[src/rtl/game_pkg.sv]
`default_nettype none
// ---------------------------------------------------------------------------
// game_pkg : screen bounds, coordinate type and rocket slot states
// Revision : 1.0
// ---------------------------------------------------------------------------
package game_pkg;

  localparam logic [9:0] MinX = 10'd0;
  localparam logic [9:0] MaxX = 10'd639;
  localparam logic [9:0] MinY = 10'd0;
  localparam logic [9:0] MaxY = 10'd479;

  typedef logic [9:0] coord_t;

  typedef enum logic [0:0] {
    Idle   = 1'b0,
    Flying = 1'b1
  } rock_state_t;

endpackage
`default_nettype wire

[src/rtl/player_rocket_slot.sv]
`default_nettype none
// ---------------------------------------------------------------------------
// player_rocket_slot : one rocket slot - launch, upward move, retire, pixel match
// Revision : 1.0
// ---------------------------------------------------------------------------
module player_rocket_slot
  import game_pkg::*;
#(
  parameter coord_t ROCK_X_SIZE = 10'd3,
  parameter coord_t ROCK_Y_SIZE = 10'd8,
  parameter coord_t ROCK_Y_STEP = 10'd4
) (
  input  logic   frame_clk,
  input  logic   Reset,
  input  logic   launch,
  input  coord_t launch_x,
  input  coord_t launch_y,
  input  logic   hit,
  input  coord_t draw_x,
  input  coord_t draw_y,
  output logic   active,
  output coord_t pos_x,
  output coord_t pos_y,
  output logic   match
);

  rock_state_t state_q, state_d;
  coord_t      x_q, x_d, y_q, y_d;

  always_comb begin
    state_d = state_q;
    x_d     = x_q;
    y_d     = y_q;
    case (state_q)
      Idle: begin
        if (launch) begin
          state_d = Flying;
          x_d     = launch_x;
          y_d     = launch_y;
        end
      end
      Flying: begin
        // Top-edge test happens before the subtract so Y never wraps
        if (hit) begin
          state_d = Idle;
        end else if (y_q < ROCK_Y_STEP) begin
          state_d = Idle;
        end else begin
          y_d = y_q - ROCK_Y_STEP;
        end
      end
      default: state_d = Idle;
    endcase
  end

  always_ff @(posedge frame_clk) begin
    if (Reset) begin
      state_q <= Idle;
      x_q     <= '0;
      y_q     <= '0;
    end else begin
      state_q <= state_d;
      x_q     <= x_d;
      y_q     <= y_d;
    end
  end

  assign active = (state_q == Flying);
  assign pos_x  = x_q;
  assign pos_y  = y_q;
  assign match  = active &&
                  (draw_x >= x_q) && (draw_x <= x_q + ROCK_X_SIZE) &&
                  (draw_y >= y_q) && (draw_y <= y_q + ROCK_Y_SIZE);

endmodule
`default_nettype wire

[src/rtl/player_rocket_ctrl.sv]
`default_nettype none
// ---------------------------------------------------------------------------
// player_rocket_ctrl : player rocket pool - fire edge, cooldown, allocation,
//                      pixel priority mux. Optional ammo via PLAYER_ROCK_AMMO_EN.
// Revision : 1.0
// ---------------------------------------------------------------------------
module player_rocket_ctrl
  import game_pkg::*;
#(
  parameter int     NUM_ROCK      = 8,
  parameter coord_t ROCK_X_SIZE   = 10'd3,
  parameter coord_t ROCK_Y_SIZE   = 10'd8,
  parameter coord_t ROCK_Y_STEP   = 10'd4,
  parameter coord_t GUN_X_OFFSET  = 10'd5,
  parameter int     COOLDOWN      = 10,
  parameter int     MAG_SIZE      = 5,
  parameter int     RELOAD_FRAMES = 60
) (
  input  logic                frame_clk,
  input  logic                Reset,
  input  logic                Fire_btn,
  input  logic [9:0]          PlayerX,
  input  logic [9:0]          PlayerY,
  input  logic [9:0]          DrawX,
  input  logic [9:0]          DrawY,
  input  logic [NUM_ROCK-1:0] Rock_hit,
  output logic [NUM_ROCK-1:0] is_PlayerRock,
  output logic [9:0]          PlayerRockDistX,
  output logic [9:0]          PlayerRockDistY,
  output logic [NUM_ROCK-1:0] Rock_active,
  output logic [3:0]          Ammo,
  output logic                Fire_blocked
);

  localparam int         CD_W = 16;
  localparam logic [3:0] MAG4 = 4'(MAG_SIZE);

  if (NUM_ROCK < 1 || NUM_ROCK > 16 || RELOAD_FRAMES < 1) begin : g_param_check
    $error("player_rocket_ctrl: parameter out of range");
  end

  logic            fire_prev_q, fire_prev_d;
  logic            fire_blocked_q, fire_blocked_d;
  logic [CD_W-1:0] cooldown_q, cooldown_d;
  logic            fire_edge, any_idle, launch_ok, ammo_ok;
  logic [NUM_ROCK-1:0] first_idle, launch_vec, slot_match;
  coord_t          slot_x [NUM_ROCK];
  coord_t          slot_y [NUM_ROCK];
  coord_t          launch_x, launch_y;

  assign launch_x = PlayerX + GUN_X_OFFSET;
  assign launch_y = PlayerY - ROCK_Y_SIZE - 10'd1;

  always_comb begin
    fire_edge  = Fire_btn & ~fire_prev_q;
    any_idle   = 1'b0;
    first_idle = '0;
    for (int i = 0; i < NUM_ROCK; i++) begin
      if (!Rock_active[i] && !any_idle) begin
        any_idle      = 1'b1;
        first_idle[i] = 1'b1;
      end
    end
    launch_ok      = fire_edge && (cooldown_q == '0) && any_idle && ammo_ok;
    launch_vec     = launch_ok ? first_idle : '0;
    fire_blocked_d = fire_edge & ~launch_ok;
    fire_prev_d    = Fire_btn;
    if (launch_ok) begin
      cooldown_d = CD_W'(COOLDOWN);
    end else if (cooldown_q != '0) begin
      cooldown_d = cooldown_q - CD_W'(1);
    end else begin
      cooldown_d = '0;
    end
  end

  always_ff @(posedge frame_clk) begin
    if (Reset) begin
      fire_prev_q    <= 1'b1;
      fire_blocked_q <= 1'b0;
      cooldown_q     <= '0;
    end else begin
      fire_prev_q    <= fire_prev_d;
      fire_blocked_q <= fire_blocked_d;
      cooldown_q     <= cooldown_d;
    end
  end

  assign Fire_blocked = fire_blocked_q;

`ifdef PLAYER_ROCK_AMMO_EN
  logic [3:0]  ammo_q, ammo_d;
  logic [15:0] reload_q, reload_d;
  logic        refill;

  // A launch and a refill in the same frame cancel out
  always_comb begin
    refill   = (ammo_q < MAG4) && (reload_q == 16'(RELOAD_FRAMES - 1));
    reload_d = ((ammo_q == MAG4) || refill) ? '0 : reload_q + 16'd1;
    ammo_d   = ammo_q;
    if (refill && !launch_ok) begin
      ammo_d = ammo_q + 4'd1;
    end else if (launch_ok && !refill) begin
      ammo_d = ammo_q - 4'd1;
    end
  end

  always_ff @(posedge frame_clk) begin
    if (Reset) begin
      ammo_q   <= MAG4;
      reload_q <= '0;
    end else begin
      ammo_q   <= ammo_d;
      reload_q <= reload_d;
    end
  end

  assign ammo_ok = (ammo_q != 4'd0);
  assign Ammo    = ammo_q;
`else
  assign ammo_ok = 1'b1;
  assign Ammo    = MAG4;
`endif

  for (genvar i = 0; i < NUM_ROCK; i++) begin : g_slot
    player_rocket_slot #(
      .ROCK_X_SIZE (ROCK_X_SIZE),
      .ROCK_Y_SIZE (ROCK_Y_SIZE),
      .ROCK_Y_STEP (ROCK_Y_STEP)
    ) u_slot (
      .frame_clk (frame_clk),
      .Reset     (Reset),
      .launch    (launch_vec[i]),
      .launch_x  (launch_x),
      .launch_y  (launch_y),
      .hit       (Rock_hit[i]),
      .draw_x    (DrawX),
      .draw_y    (DrawY),
      .active    (Rock_active[i]),
      .pos_x     (slot_x[i]),
      .pos_y     (slot_y[i]),
      .match     (slot_match[i])
    );
  end

  always_comb begin
    is_PlayerRock   = '0;
    PlayerRockDistX = '0;
    PlayerRockDistY = '0;
    for (int i = NUM_ROCK - 1; i >= 0; i--) begin
      if (slot_match[i]) begin
        is_PlayerRock    = '0;
        is_PlayerRock[i] = 1'b1;
        PlayerRockDistX  = DrawX - slot_x[i];
        PlayerRockDistY  = DrawY - slot_y[i];
      end
    end
  end

endmodule
`default_nettype wire

[config.mk]
export PLATFORM = sky130hd
export DESIGN_NAME = player_rocket_ctrl
export DESIGN_NICKNAME = d
export VERILOG_FILES = /design/src/rtl/game_pkg.sv /design/src/rtl/player_rocket_slot.sv /design/src/rtl/player_rocket_ctrl.sv
export SDC_FILE = /design/constraint.sdc
export NUM_CORES = 1
export LEC_CHECK = 0
export BUFFER_PORTS_ARGS = -buffer_cell sky130_fd_sc_hd__buf_2
export CORE_ASPECT_RATIO = 1.25
export CORE_MARGIN = 2
export CORE_UTILIZATION = 30
export DETAILED_ROUTE_END_ITERATION = 7
export GPL_ROUTABILITY_DRIVEN = 0
export PLACE_DENSITY = 0.54
export SETUP_SLACK_MARGIN = 0.02
export SLEW_MARGIN = 40
export SYNTH_ARGS = -nofsm -noshare
export SYNTH_HDL_FRONTEND = slang
export SYNTH_SLANG_ARGS = --single-unit
[constraint.sdc]
create_clock -name frame_clk -period 5.8 [get_ports frame_clk]
set_clock_uncertainty 0.2 [all_clocks]
set_input_delay 1.16 -clock frame_clk [delete_from_list [all_inputs] [get_ports frame_clk]]
set_output_delay 1.16 -clock frame_clk [all_outputs]
set_load 0.005 [all_outputs]
==> results of run 1 <==
## critical path: stages
cell        delay [ns]
buf_2             0.10
clkinvlp_4        0.20
buf_6             0.20
ha_1              0.23
fa_1              0.39
nand2b_1          0.15
a21oi_1           0.16
o21ai_0           0.11
a21oi_1           0.30
nand4_1           0.22
nand2_2           0.15
o22ai_1           0.11
a211o_1           0.33
a221o_1           0.44
buf_2             0.16
## cells in the mapped netlist, types with 5 or more instances
master     number  area share
ha_1          339        0.20
nor2_1        297       0.051
a21oi_1       251       0.058
nand2_1       230       0.040
inv_1         220       0.038
dfxtp_1       186        0.17
o21ai_0       184       0.043
xnor2_1       174       0.070
a211oi_1      107       0.037
nor3_1        101       0.023
clkbuf_1       81       0.014
xor2_1         69       0.028
nand3_1        63       0.015
nand4_1        54       0.016
nor2b_1        43       0.012
nand2b_1       37       0.011
a21o_1         35       0.012
a31oi_1        33      0.0095
o22ai_1        28      0.0081
o211ai_1       22      0.0076
or3_1          22      0.0064
o21a_1         20      0.0069
o221ai_1       18      0.0073
fa_1           16       0.015
o31ai_1        16      0.0055
a221oi_1       14      0.0057
buf_4          14      0.0049
nor4_1         14      0.0040
or4_1          13      0.0045
a22oi_1        12      0.0042
o2111ai_1      12      0.0049
o21bai_1       12      0.0042
buf_2          11      0.0025
mux2i_1        11      0.0051
o32ai_1        11      0.0044
a21boi_0       10      0.0035
o41ai_1         9      0.0036
a211o_1         8      0.0032
and3_1          7      0.0020
or2_2           7      0.0020
a311oi_1        5      0.0020
nand3b_1        5      0.0017
nand4b_1        5      0.0020
## routing by layer
layer | part of all wire | up-vias
li1 | - | 10968
met3 | 0.045 | 191
met4 | 0.059 | 0
met5 | 0 | -
met1 | 0.42 | 10518
met2 | 0.47 | 705
## area by class of cell
| class | instances | area (µm²) | area share |
|---|---|---|---|
| repair buffers | 325 | 2500 | 0.0938 |
| multi-input cells | 2389 | 17700 | 0.666 |
| inverters | 222 | 840 | 0.0315 |
| clock inverters | 15 | 195 | 0.00733 |
| clock buffers | 17 | 425 | 0.0160 |
| flip-flops and latches | 186 | 3750 | 0.141 |
| well taps | 952 | 1190 | 0.0448 |
## state kept, by name, indices dropped and copies added, names as in the netlist
| signal | count |
|---|---|
| g_slot.u_slot.active | 8 |
| cooldown_q | 16 |
| g_slot.u_slot.pos_y | 80 |
| fire_prev_q | 1 |
| g_slot.u_slot.pos_x | 80 |
| Fire_blocked | 1 |
## where the power goes
part | leakage [nW] | switching, mW | total, mW | internal (mW)
Combinational | 8.24 | 0.759 | 1.24 | 0.485
Sequential | 1.51 | 0.0448 | 1.37 | 1.33
Clock | 0.298 | 0.713 | 1.30 | 0.592
Total | 10.1 | 1.52 | 3.92 | 2.40
## final timing paths
check                                from                        end  slack (ns)  cells after the start
hold / removal             cooldown_q[11]             cooldown_q[11]        0.26                      2
hold reg to reg            cooldown_q[11]             cooldown_q[11]        0.26                      2
setup / recovery                 DrawY[0]         PlayerRockDistY[6]        0.02                     15
setup reg to reg  g_slot[1].u_slot.active  g_slot[2].u_slot.pos_y[2]        1.75                      9
## cell families after synthesis
family | Yosys count
buffers and inverters | 331
flip-flops | 186
other | 2
adder cells (fa/ha/maj) | 355
AND/OR/NAND/NOR | 930
XOR/XNOR | 243
multiplexers | 15
AO/OA/AOI/OAI | 842
## repair_timing
item,CTS,global route
pin swaps,23,75
setup endpoints to repair,25,24
cloned,1,2
buffers inserted,8,31
gates resized for setup,75,182
==> impl_metrics.py, run 1 <==
metrics = {
    "timing": {
        "relSlewSlack": 0.422,
        "worst_pin_slew_ns": 0.863,
        "rsz0062_at_grt": "true",
        "fin_crit_sh": 0.997,
        "tns_ns": 0,
        "finalMaxSlewViolations": 0,
        "fmax_mhz": 173,
        "finalHoldViolCount": 0,
        "setup_ws_ns": 0.0199,
        "setup_violations": 0,
        "layout_min_cycle_time_ns": 5.78,
        "whs_ns": 0.262,
    },
    "floorplan": {
        "die_width_um": 244,
        "core_area_um2": 71700,
        "rows": 110,
        "ios": 92,
        "die_height_um": 304,
        "dieArea_um2": 74400,
        "start_util": 0.302,
    },
    "global_route": {
        "busiest_layer": "met2",
        "grt_start_max_net_pins": 63,
        "grtUsageMet1": 0.272,
        "met2_usage": 0.372,
        "overflow": 0,
        "grt_pass1_wl_um": 126000,
        "met3_usage": 0.0266,
        "grt_util_all_layers": 0.223,
        "antenna_found_initial": 0,
        "grt_pass1_vias": 21015,
    },
    "run": {
        "max_cap_violations": 0,
    },
    "worst_hold_path": {
        "hold_path_class": "flip-flop to flip-flop",
    },
    "final_layout": {
        "utilization": 0.371,
        "layout_common_cells": "ha_1, nor2_1, a21oi_1",
        "antenna_cells": 0,
        "nNetsFinal": 3547,
        "syn2layout_area_growth_pct": 22.9,
        "design_area_um2": 26600,
        "layout-drive-gt1-share": 0.179,
        "final_common_cell": "ha_1",
        "final_cells": 4106,
        "fillers": 7552,
    },
    "clocking": {
        "root_buffer": "clkbuf_16",
        "cts_buffers": 17,
        "hold_buffers": 0,
        "cts_buffer_depth": 2,
        "clkTransAtPathRegs_ns": 0.09,
        "cts_sinks": 186,
        "htree_levels": 4,
        "cts_tree": "done",
        "insertion_delay_ns": 0.54,
    },
    "synthesis": {
        "synth_cell_types": 83,
        "ys_seq_area_frac": 0.172,
        "synth_top_family_by_area": "compound AO/OA/AOI/OAI gates",
        "synth-seq-cells": 186,
        "syn-cell-area_um2": 21700,
        "synthArstFlopShare": 0,
        "synth-adder-area-share": 0.211,
        "synth-main-ff-cell": "dfxtp_1",
        "synth_xor_area_frac": 0.0983,
        "synth_compound_area_frac": 0.246,
        "synth_warnings": 0,
        "synth_simple_gate_area_frac": 0.205,
        "synth_edf_count": 0,
        "synth.avg_cell_area_um2": 7.46,
        "postSynthCellCount": 2904,
        "muxShareOfSynthArea": 0.00716,
    },
    "placement": {
        "io_buffers": 87,
        "dpl_cell_area_um2": 24600,
        "pre_cts_ws_ns": -0.130,
        "dp_cells": 4035,
        "post-dp-hpwl_um": 67500,
    },
    "route": {
        "route.detailed.drc": 0,
        "antenna_left": 0,
        "dr.pass1.iters": 5,
        "wl_um": 85400,
        "post_drt_wl_per_cell_um": 20.8,
        "drt_iter0_markers": 1670,
        "viasPerCell": 5.45,
        "vias": 22382,
    },
    "pwr": {
        "power_density_nw_per_um2": 147,
        "p_leak_nw": 10.1,
        "peakVddDrop_mv": 0.263,
        "total_power_mw": 3.92,
    },
    "outcome": {
        "status": "complete, no violations",
    },
    "critical_path": {
        "cp-start-kind": "input port",
        "critical_path_class": "input port to primary output",
        "end_kind": "primary output",
        "critPathMaxFanout": 5,
        "crit_arrival_ns": 4.42,
        "worst_ep_required_time_ns": 4.44,
    },
}
No activity file was read; power rests on OpenSTA's default activity.
==> inputs of run 2 (changes only) <==
Settings changed: CORE_ASPECT_RATIO 1.25 to 0.7, CORE_MARGIN 2 to unset.
==> impl_metrics.py, run 2 (same netlist as run 1, synthesis figures left out) <==
metrics = {
    "critical_path": {
        "critPathMaxStageDelay_ns": 0.46,
        "worst_ep_required_time_ns": 4.44,
        "critical_path_class": "input port to primary output",
        "crit_arrival_ns": 4.54,
        "worstPathCellList": "buf_2 > inv_1 > buf_4 > fa_1 > nand2b_1 > a21oi_1 > o21ai_0 > a21oi_1 > nand4_1 > nand2_2 > o22ai_1 > a211o_1 > a221o_1 > buf_2",
        "cp_slowest_cell": "fa_1",
        "path_delay_family": "compound AO/OA/AOI/OAI gates",
        "critPathMaxFanout": 6,
        "end_kind": "primary output",
        "cp.buffers_inverters": 4,
        "cp-start-kind": "input port",
    },
    "floorplan": {
        "die_width_um": 323,
        "rows": 82,
        "dieArea_um2": 73300,
        "core_area_um2": 71500,
        "start_util": 0.303,
        "die_height_um": 227,
        "ios": 92,
    },
    "route": {
        "drt_iter0_markers": 2291,
        "dr.pass1.iters": 6,
        "viasPerCell": 5.54,
        "vias": 22856,
        "route.detailed.drc": 0,
        "antenna_left": 0,
        "wl_um": 86000,
        "post_drt_wl_per_cell_um": 20.8,
    },
    "clocking": {
        "clkTransAtPathRegs_ns": 0.09,
        "root_buffer": "clkbuf_16",
        "cts_tree": "done",
        "cts_buffers": 17,
        "hold_buffers": 0,
        "insertion_delay_ns": 0.49,
        "cts_buffer_depth": 2,
        "cts_sinks": 186,
        "htree_levels": 4,
    },
    "placement": {
        "io_buffers": 87,
        "dp_cells": 4060,
        "post-dp-hpwl_um": 68500,
        "pre_cts_ws_ns": -0.178,
        "dpl_cell_area_um2": 24800,
    },
    "timing": {
        "layout_min_cycle_time_ns": 5.90,
        "fin_crit_sh": 1.02,
        "setup_ws_ns": -0.101,
        "fmax_mhz": 169,
        "worst_pin_slew_ns": 0.824,
        "setup_violations": 9,
        "finalHoldViolCount": 0,
        "whs_ns": 0.256,
        "finalMaxSlewViolations": 0,
        "relSlewSlack": 0.446,
        "tns_ns": -0.380,
        "rsz0062_at_grt": "true",
    },
    "final_layout": {
        "antenna_cells": 0,
        "seq_area_um2": 3740,
        "syn2layout_area_growth_pct": 22.5,
        "multi_input_area_um2": 17500,
        "utilization": 0.371,
        "final_cells": 4127,
        "layout-drive-gt1-share": 0.167,
        "fillers": 7514,
        "nNetsFinal": 3554,
        "design_area_um2": 26500,
        "layout_common_cells": "ha_1, nor2_1, a21oi_1",
        "final_common_cell": "ha_1",
    },
    "pwr": {
        "peakVddDrop_mv": 0.187,
        "power_density_nw_per_um2": 149,
        "cell_internal_pwr_mw": 2.41,
        "comb_power_share": 0.329,
        "seqPwrFrac": 0.345,
        "total_power_mw": 3.96,
        "power.switching_mw": 1.55,
        "p_leak_nw": 10.1,
        "switching_share": 0.391,
        "pwr-share-clk": 0.325,
    },
    "worst_hold_path": {
        "hold_path_class": "flip-flop to flip-flop",
    },
    "global_route": {
        "grt_pass1_wl_um": 127000,
        "grt_util_all_layers": 0.228,
        "antenna_found_initial": 2,
        "grt_pass1_vias": 20604,
        "overflow": 0,
        "grt_start_max_net_pins": 70,
    },
    "outcome": {
        "status": "finished, violations left",
        "failed_checks": "setup timing",
    },
    "run": {
        "max_cap_violations": 0,
    },
}
run 2: cell count changes in the layout (fill, tap and decap cells not counted), moves of 8 or more:
cell and delta:
dfxtp_2 -9, dfxtp_1 +10, nor3_1 +8, nor3_4 -8, buf_12 +8
run 2: final timing paths:
check / start / endpoint / slack, ns / cells after the start
worst max-delay path: DrawY[1] / PlayerRockDistY[6] / -0.10 / 14
worst min-delay path: cooldown_q[11] / cooldown_q[11] / 0.26 / 2
worst max register to register: g_slot[3].u_slot.active / g_slot[2].u_slot.pos_y[7] / 1.40 / 10
worst min register to register: cooldown_q[11] / cooldown_q[11] / 0.26 / 2
run 2: area by class of cell:
class,instances,area share
clock buffer,18,0.0166
sequential,186,0.141
clock inverter,14,0.00571
multi-input combinational,2389,0.660
timing repair buffer,332,0.0993
inverter,222,0.0316
tap,966,0.0456
run 2: routing by layer:
metal	part of all wire	global-route usage	wire [µm]	vias to the layer above
met5	0.00015	0	13	-
met1	0.50	0.350	43200	10874
li1	-	-	-	10973
met2	0.38	0.306	32600	930
met3	0.11	0.0714	9060	77
met4	0.012	0.0356	1030	2
run 2: timing repair:
action,CTS,global route
cloned,0,3
buffers inserted,6,32
resized for setup,56,153
endpoints found under the setup margin,24,25
pin swaps,16,57
run 2: power groups by stage:
stage | sequential (mW) | combinational [mW] | clock (mW)
6_report | 1.37 | 1.31 | 1.29
5_1_grt | 1.38 | 1.41 | 1.35
4_1_cts | 1.37 | 1.26 | 1.31
3_5_place_dp | 1.40 | 1.24 | 0
3_3_place_gp | 1.40 | 1.23 | 0
2_1_floorplan | 1.39 | 0.766 | 0
run 2: tightest hold or removal path: cells and delay by family (launching register included):
kind	cells	cell delay (ns)
AO/OA/AOI/OAI	1	0.05
flip-flops	1	0.31
AND/OR/NAND/NOR	1	0.05
